==> src/rtl/pwm_mc.sv <==
// Multi-channel PWM with prescaler, edge/center-aligned counting
// and double-buffered duty that applies at period boundaries.
module pwm_mc #(
  parameter int NCH        = 2,
  parameter int DW         = 8,
  parameter int PRESCALE_W = 4
) (
  input  logic                  clk,
  input  logic                  resetb,
  input  logic                  enable,
  input  logic                  center_mode,
  input  logic [PRESCALE_W-1:0] prescale,
  input  logic [NCH*DW-1:0]     duty,
  input  logic                  duty_load,
  output logic [NCH-1:0]        pwm_out,
  output logic                  period_start,
  output logic                  upd_pending
);

  localparam logic [DW-1:0] MAX = '1;

  logic [PRESCALE_W-1:0] pcnt_q, pcnt_d;
  logic [DW-1:0]         cnt_q, cnt_d, cnt_nx;
  logic                  dir_q, dir_d, dir_nx;
  logic                  mode_q, mode_d;
  logic [NCH*DW-1:0]     shadow_q, shadow_d;
  logic [NCH*DW-1:0]     active_q, active_d;
  logic                  pend_q, pend_d;
  logic [NCH-1:0]        pwm_q, pwm_d;
  logic                  ps_q, ps_d;
  logic                  tick, boundary;

  assign tick = enable && (pcnt_q == prescale);

  // dir_q = 1 means counting down (center mode only)
  always_comb begin
    cnt_nx = cnt_q + 1'b1;
    dir_nx = 1'b0;
    if (mode_q) begin
      if (!dir_q) begin
        if (cnt_q == MAX) begin
          cnt_nx = MAX - 1'b1;
          dir_nx = 1'b1;
        end
      end else begin
        cnt_nx = cnt_q - 1'b1;
        dir_nx = 1'b1;
      end
    end
  end

  assign boundary = tick && (cnt_nx == '0);

  always_comb begin
    pcnt_d   = pcnt_q;
    cnt_d    = cnt_q;
    dir_d    = dir_q;
    mode_d   = mode_q;
    shadow_d = shadow_q;
    active_d = active_q;
    pend_d   = pend_q;
    ps_d     = boundary;
    for (int i = 0; i < NCH; i++)
      pwm_d[i] = enable && (cnt_q < active_q[i*DW +: DW]);
    if (!enable) begin
      pcnt_d   = '0;
      cnt_d    = '0;
      dir_d    = 1'b0;
      mode_d   = center_mode;
      active_d = shadow_q;
      pend_d   = 1'b0;
      if (duty_load) shadow_d = duty;
    end else begin
      // pcnt above a shrunk prescale simply wraps: one long tick
      pcnt_d = tick ? '0 : pcnt_q + 1'b1;
      if (tick) begin
        cnt_d = cnt_nx;
        dir_d = dir_nx;
      end
      if (boundary) begin
        dir_d  = 1'b0;
        mode_d = center_mode;
        pend_d = 1'b0;
        if (duty_load) begin
          active_d = duty;
          shadow_d = duty;
        end else if (pend_q) begin
          active_d = shadow_q;
        end
      end else if (duty_load) begin
        shadow_d = duty;
        pend_d   = 1'b1;
      end
    end
  end

  always_ff @(posedge clk or negedge resetb) begin
    if (!resetb) begin
      pcnt_q   <= '0;
      cnt_q    <= '0;
      dir_q    <= 1'b0;
      mode_q   <= 1'b0;
      shadow_q <= '0;
      active_q <= '0;
      pend_q   <= 1'b0;
      pwm_q    <= '0;
      ps_q     <= 1'b0;
    end else begin
      pcnt_q   <= pcnt_d;
      cnt_q    <= cnt_d;
      dir_q    <= dir_d;
      mode_q   <= mode_d;
      shadow_q <= shadow_d;
      active_q <= active_d;
      pend_q   <= pend_d;
      pwm_q    <= pwm_d;
      ps_q     <= ps_d;
    end
  end

  assign pwm_out      = pwm_q;
  assign period_start = ps_q;
  assign upd_pending  = pend_q;

endmodule

==> config.mk <==
export PLATFORM = sky130hd
export DESIGN_NAME = pwm_mc
export DESIGN_NICKNAME = d
export VERILOG_FILES = /design/src/rtl/pwm_mc.sv
export SDC_FILE = /design/constraint.sdc
export NUM_CORES = 1
export LEC_CHECK = 0
export CORE_MARGIN = 4
export CORE_UTILIZATION = 50
export CTS_BUF_LIST = sky130_fd_sc_hd__clkbuf_16
export CTS_CLUSTER_DIAMETER = 200
export CTS_CLUSTER_SIZE = 28
export DETAILED_ROUTE_END_ITERATION = 12
export GPL_TIMING_DRIVEN = 0
export PLACE_DENSITY = 0.74
export SLEW_MARGIN = 20
export SYNTH_ARGS = -nofsm -noshare
export SYNTH_HDL_FRONTEND = slang
export SYNTH_SLANG_ARGS = --single-unit
export TNS_END_PERCENT = 20
==> constraint.sdc <==
create_clock -name clk -period 2.4 [get_ports clk]
set_input_delay 0.72 -clock clk [delete_from_list [all_inputs] [get_ports clk]]
set_output_delay 0.72 -clock clk [all_outputs]
set_load 0.05 [all_outputs]
==> summary.txt, run 1 <==
Status
  – Violated checks: negative setup slack
  – Status: finished, violations left

Layout
  – Layout Nets: 410
  – Total of fill cells in the finished design: 441
  – Finished Layout Cells: 444
  – Synth-to-Final Area Change: 33.5%
  – ANT cells: 0
  – Final Util: 0.683
  – Share of layout cells above drive strength 1: 0.290

Worst setup path
  – Critical-path maximum fanout: 4
  – Critical path endpoint category: register
  – Worst EP arrival: 2740 ps
  – Critical path required time: ~2600 ps
  – Setup CP Type: reg2reg
  – Startpoint Class: register

Detailed routing
  – WL final: 7.96 mm
  – Via count: 2684
  – Wire length per cell: 17.9 um
  – ANT nets after route: 0
  – Initial DRC count: 223
  – Post-route DRC: 0
  – TritonRoute pass-1 iters: 5
  – Avg Vias per Cell: a little over 6

Power and ir drop
  – Cell Pwr Density: 530 mW/mm2
  – Maximum vdd ir drop: 0.417 mV
  – Static Leakage: 1.80 nW
  – Final Power: 0.00213 W

Synthesis
  – Most frequent cells after synthesis: 50 x dfrtp_1, 25 x nand2_1, 25 x nand3_1
  – Main flop type after synthesis: dfrtp_1
  – Synth top area share: 0.415
  – Synth area leaders: dfrtp_1 42%, ha_1 7.1%, mux2_2 5.2%
  – Post-synth ARST share: 1.00
  – Largest area contributor in the netlist: dfrtp_1
  – Syn Std Cell Area: 0.00301 mm2
  – Number of synthesized flops with an enable pin: 0
  – Yosys warnings: 0
  – Syn Area/Cell: 9.85 um2
  – Yosys cell types: 56
  – #FFs+latches synth: 50
  – Count leader, synth: dfrtp_1
  – Post-Syn Instances: ~310
  – Sequential area share after synthesis: 0.415
  – Post-synthesis net count: 348

Floorplanning
  – Die ar.: 0.00733 mm2
  – I/O pin cnt: 29
  – Placement row count: 28
  – Initial Util: 0.512
  – Die H: 85.6 um
  – Total core area: about 0.0059 mm2
  – Die width: 85.6 um

STA
  – Max Fclk: 0.390 GHz
  – Final WS setup: -167 ps
  – Final min period: 2570 ps
  – Period utilization: 1.07
  – Slew at the pin with the worst max-slew slack: between 600 and 700 ps
  – Slew HR: 0.565
  – RSZ-0062 raised after global routing: true
  – Setup Skew: 8.19 ps
  – Setup total negative slack: -1950 ps
  – Final setup fails: 17
  – Max-slew violations: 0
  – Final Hold Violating Endpoints: 0

Global routing
  – Largest net degree at the start of global routing: 51
  – Congestion Overflow GR: 0
  – GRT Util Overall: 0.225
  – Initial antenna violation count: 0
  – Number of global-route vias before repair: 2682
  – Wire length of the first global-routing pass: 13.0 mm

Clock tree
  – H-tree levels: 2
  – CTS sink cnt: 50
  – Root Driver: clkbuf_16
  – CTS tree: built
  – Clk_lat worst skew: 290 ps
  – CTS buffer count: 5
  – CTS Buffer Depth: 2
  – Post-CTS Hold Fix Bufs: 0
  – Clock transition at path regs: about 70 ps

Placed design
  – Buffers on Ports: 26
  – Placed wire-length estimate: just over 5 mm
  – Cell Count Post-Placement: 407
  – GPL Wtd Cong: 0.891

Run
  – Max_cap viols: 0

Hold path
  – Hold Path Class: in2async
==> cells in the final DEF (no fill, tap or decap), types with 4 or more instances in the layout <==
cell	synthesis	routed
inv_1	24	24
o311ai_1	14	8
nand4_1	8	8
clkbuf_1	7	6
nand2_1	25	25
ha_1	17	15
nand3_2	0	6
buf_4	4	30
o21ai_0	7	7
dfrtp_1	50	45
nor2_1	15	15
xnor2_4	0	4
clkdlybuf4s50_1	0	21
mux2_2	14	14
clkbuf_16	0	5
nand3_1	25	19
dfrtp_2	0	5
buf_6	3	9
a21o_1	11	11
nor3_1	6	5
a21oi_1	9	9
o311ai_2	1	7
==> registers in the layout, summed over array words and instances, names as in the netlist, 2 cells and up <==
name	flops
cnt_q	8
pcnt_q	4
active_q	16
shadow_q	16
pwm_out	2
==> worst paths after layout <==
path,startpoint,depth (start not counted),slack (ps),to
max,cnt_q[0]$_DFFE_PN0P_,10,-170,mode_q$_DFFE_PN0P_
min,resetb,1,450,shadow_q[3]$_DFFE_PN0P_
max reg2reg,cnt_q[0]$_DFFE_PN0P_,10,-170,mode_q$_DFFE_PN0P_
min reg2reg,shadow_q[6]$_DFFE_PN0P_,2,500,active_q[6]$_DFFE_PN0P_
max in group asynchronous,resetb,1,1490,cnt_q[6]$_DFFE_PN0P_
min in group clk,shadow_q[6]$_DFFE_PN0P_,2,500,active_q[6]$_DFFE_PN0P_
==> critical path: stages (launching register included) <==
cell	delay [ps]
dfrtp_2	440
buf_6	140
buf_4	130
inv_2	100
ha_4	170
nand3_1	110
a31oi_2	270
nand3_1	210
or4_4	500
nand2_4	100
mux2_4	290
==> metrics by stage <==
step	hold slack, ps	setup slack, ps	cell area (um2)
2_1_floorplan	424	-14.1	3100
3_3_place_gp	471	-854	3460
3_5_place_dp	493	-684	3450
4_1_cts	481	-110	3900
5_1_grt	499	-215	4020
6_report	446	-167	4020
==> report_power, final <==
group	switching [W]	leakage [nW]	total [W]	internal, W
logic	0.000193	1.11	0.000378	0.000185
clock network	0.000307	0.0812	0.000796	0.000488
registers	0.0000421	0.616	0.000957	0.000915
total	0.000543	1.80	0.00213	0.00159
==> routing by layer <==
layer,up-vias,part of all wire,GRT usage
met5,-,0,0
met4,0,0.027,0.0978
met3,31,0.060,0.0375
met2,124,0.47,0.352
met1,1282,0.44,0.307
li1,1247,-,-
==> cell type report <==
type	instances	area, um2	share of cell area
Inverter	24	90.1	0.0224
Multi-Input combinational cell	209	1760	0.437
Buffer	23	164	0.0407
Sequential cell	50	1260	0.313
Tap cell	75	93.8	0.0233
Clock buffer	5	125	0.0311
Timing Repair Buffer	55	492	0.122
Clock inverter	3	41.3	0.0103
==> timing repair <==
action,4_1_cts,5_1_grt
gates cloned,1,0
gates resized for setup,26,22
buffers inserted,26,6
endpoints found under the setup margin,20,20
pin swaps,14,18
==> cells by family (layout without fill, tap and decap cells) <==
logic type | after synthesis | in the layout | share of synthesized area
compound gates | 71 | 71 | 0.181
xor+xnor | 6 | 6 | 0.0174
fa+ha+maj | 17 | 17 | 0.0706
buf+inv | 47 | 110 | 0.0739
flops | 50 | 50 | 0.415
mux | 18 | 18 | 0.0660
simple gates | 97 | 97 | 0.175
Power figures use the tool's default switching activity.
==> run 2, diff against run 1 <==
Settings changed: CORE_MARGIN 4 to default, SLEW_MARGIN 20 to default.
==> run 2 against run 1 <==
Effect of this change: the run still ends with negative setup slack left; utilization grew 0.56 points; clock skew shrank 2.2 ps; final area shrank 3.4%; highest routed layer unchanged; largest power group unchanged; flip-flop and latch count is the same; non-clock buffer count shrank 8; first-iteration DRC count shrank 7.6%.
==> summary.txt, run 2 (synthesized netlist as in run 1, its figures left out) <==
Status
  – Status: finished, violations left
  – Violated checks: negative setup slack

Power and ir drop
  – Final Power: 0.00199 W
  – Cell Pwr Density: 511 mW/mm2
  – Maximum vdd ir drop: ~0.49 mV
  – Static Leakage: between 1.5 and 2 nW

Layout
  – Most common cell after layout, fill and taps aside: dfrtp_1
  – Finished Layout Cells: 433
  – Fin area: 0.00389 mm2
  – Synth-to-Final Area Change: 29.0%
  – ANT cells: 0
  – Biggest regs: active_q x16, shadow_q x16, cnt_q x8
  – Share of layout cells above drive strength 1: 0.244
  – Total of fill cells in the finished design: 432
  – Layout Nets: about 400
  – Commonest non-fill, non-tap cells in the layout: 45 x dfrtp_1, 25 x nand2_1, 24 x inv_1

Placed design
  – DP Area: 0.00347 mm2
  – Buffers on Ports: 26
  – Pre-CTS setup slack: -691 ps
  – Placed wire-length estimate: 5.25 mm
  – Cell Count Post-Placement: 405
  – GPL Wtd Cong: ~0.9

STA
  – Final Hold Violating Endpoints: 0
  – RSZ-0062 raised after global routing: true
  – Slew at the pin with the worst max-slew slack: 657 ps
  – Setup Skew: 6.00 ps
  – Period utilization: 1.05
  – Final WS setup: -131 ps
  – Final setup fails: 1
  – Slew HR: 0.562
  – Final min period: 2530 ps
  – Max-slew violations: 0
  – Max Fclk: just under 0.4 GHz

Floorplanning
  – I/O pin cnt: 29
  – Total core area: 0.00564 mm2
  – Die ar.: around 0.0063 mm2
  – Placement row count: 27
  – Initial Util: 0.534
  – Die width: 79.6 um
  – Die H: between 70 and 80 um

Detailed routing
  – Met2 routed WL: 3.67 mm
  – Post-route DRC: 0
  – WL final: 7.63 mm
  – Via count: roughly 2.7k
  – Wire length per cell: 17.6 um
  – Met3 WL: 471 um
  – WL met1: 3.34 mm
  – Initial DRC count: 206
  – ANT nets after route: 0
  – TritonRoute pass-1 iters: 5
  – Avg Vias per Cell: 6.15
  – DR top layer: met4

Worst setup path
  – Worst path bufs/invs: 2
  – CP delay by family, top: simple AND/OR/NAND/NOR gates
  – Crit path largest cell delay: roughly 530 ps
  – Crit-path slowest cell: or4_4
  – Startpoint Class: primary input
  – Cells along the critical path: dlygate4sd2_1 -> xnor2_4 -> and4_1 -> clkbuf_8 -> o211a_1 -> nand3b_1 -> or4_4 -> nand2_4 -> mux2_4
  – Critical-path maximum fanout: 7
  – Critical path required time: 2570 ps
  – Setup CP Type: in2reg
  – Critical path endpoint category: register
  – Worst EP arrival: between 2000 and 3000 ps

Clock tree
  – CTS buffer count: 5
  – CTS tree: built
  – Clock transition at path regs: around 70 ps
  – H-tree levels: 2
  – CTS sink cnt: 50
  – CTS Buffer Depth: 2
  – Clk_lat worst skew: between 200 and 300 ps
  – Root Driver: clkbuf_16

Hold path
  – Hold Path Class: in2async

Global routing
  – Wire length of the first global-routing pass: about 12 mm
  – Number of global-route vias before repair: ~2.5k
  – Congestion Overflow GR: 0
  – Initial antenna violation count: 0
  – GRT Util Overall: 0.257
  – Largest net degree at the start of global routing: 36

Run
  – Max_cap viols: 0
## run 2: cell types whose count changed in the layout (fill, tap and decap cells not counted), sizes merged
cell and delta:
buf -8, bufinv -1, clkdlybuf4s15 -2, clkinv +2, clkinvlp -1, dlygate4sd2 +2
## run 2: where the power goes
| part | switching [W] | internal, W |
|---|---|---|
| clock | 0.000290 | 0.000377 |
| sequential | 0.0000422 | 0.000916 |
| combinational | 0.000189 | 0.000174 |
| total | 0.000520 | 0.00147 |
## run 2: final timing paths
| path | from | endpoint | slack (ps) | depth (start not counted) |
|---|---|---|---|---|
| max in group asynchronous | resetb | cnt_q[6]$_DFFE_PN0P_ | 1520 | 2 |
| min in group clk | shadow_q[4]$_DFFE_PN0P_ | active_q[4]$_DFFE_PN0P_ | 500 | 2 |
| worst min-delay path | resetb | active_q[10]$_DFFE_PN0P_ | 350 | 1 |
| worst min register to register | shadow_q[4]$_DFFE_PN0P_ | active_q[4]$_DFFE_PN0P_ | 500 | 2 |
| worst max register to register | cnt_q[0]$_DFFE_PN0P_ | mode_q$_DFFE_PN0P_ | -110 | 9 |
| worst max-delay path | prescale[1] | mode_q$_DFFE_PN0P_ | -130 | 9 |
## run 2: cell type report
type,count,area [um2],share of cell area
Clock inverter,3,12.5,0.00322
Buffer,23,173,0.0444
Clock buffer,5,125,0.0322
Inverter,24,90.1,0.0232
Sequential cell,50,1260,0.323
Multi-Input combinational cell,209,1690,0.436
Timing Repair Buffer,47,445,0.115
Tap cell,72,90.1,0.0232
## run 2: worst reg2reg max path: cells and delay by family (launching register included)
family,cells,cell delay [ps]
buf+inv,1,140
flops,1,440
fa+ha+maj,1,190
compound gates,2,250
simple gates,4,1090
mux,1,300
## run 2: timing repair
| action | CTS | global route |
|---|---|---|
| setup buffers | 11 | 8 |
| hold buffers | 0 | 0 |
| setup endpoints to repair | 19 | 19 |
| cloned | 0 | 1 |
| gates resized for setup | 17 | 18 |
| pin swaps | 9 | 13 |
## run 2: per-layer routing
metal,vias to the layer above,GRT usage
met5,-,0
met4,0,0.0927
met3,15,0.0469
met2,95,0.419
met1,1330,0.339
li1,1224,-
## run 2: stage by stage
step	TNS (ps)	hold slack, ps	utilization
detailed placement	-10740	489	0.615
global placement	-49450	472	0.612
global route	-2070	377	0.689
floorplan	-14.1	424	-
finish	-131	350	0.689
CTS	-2030	360	0.663
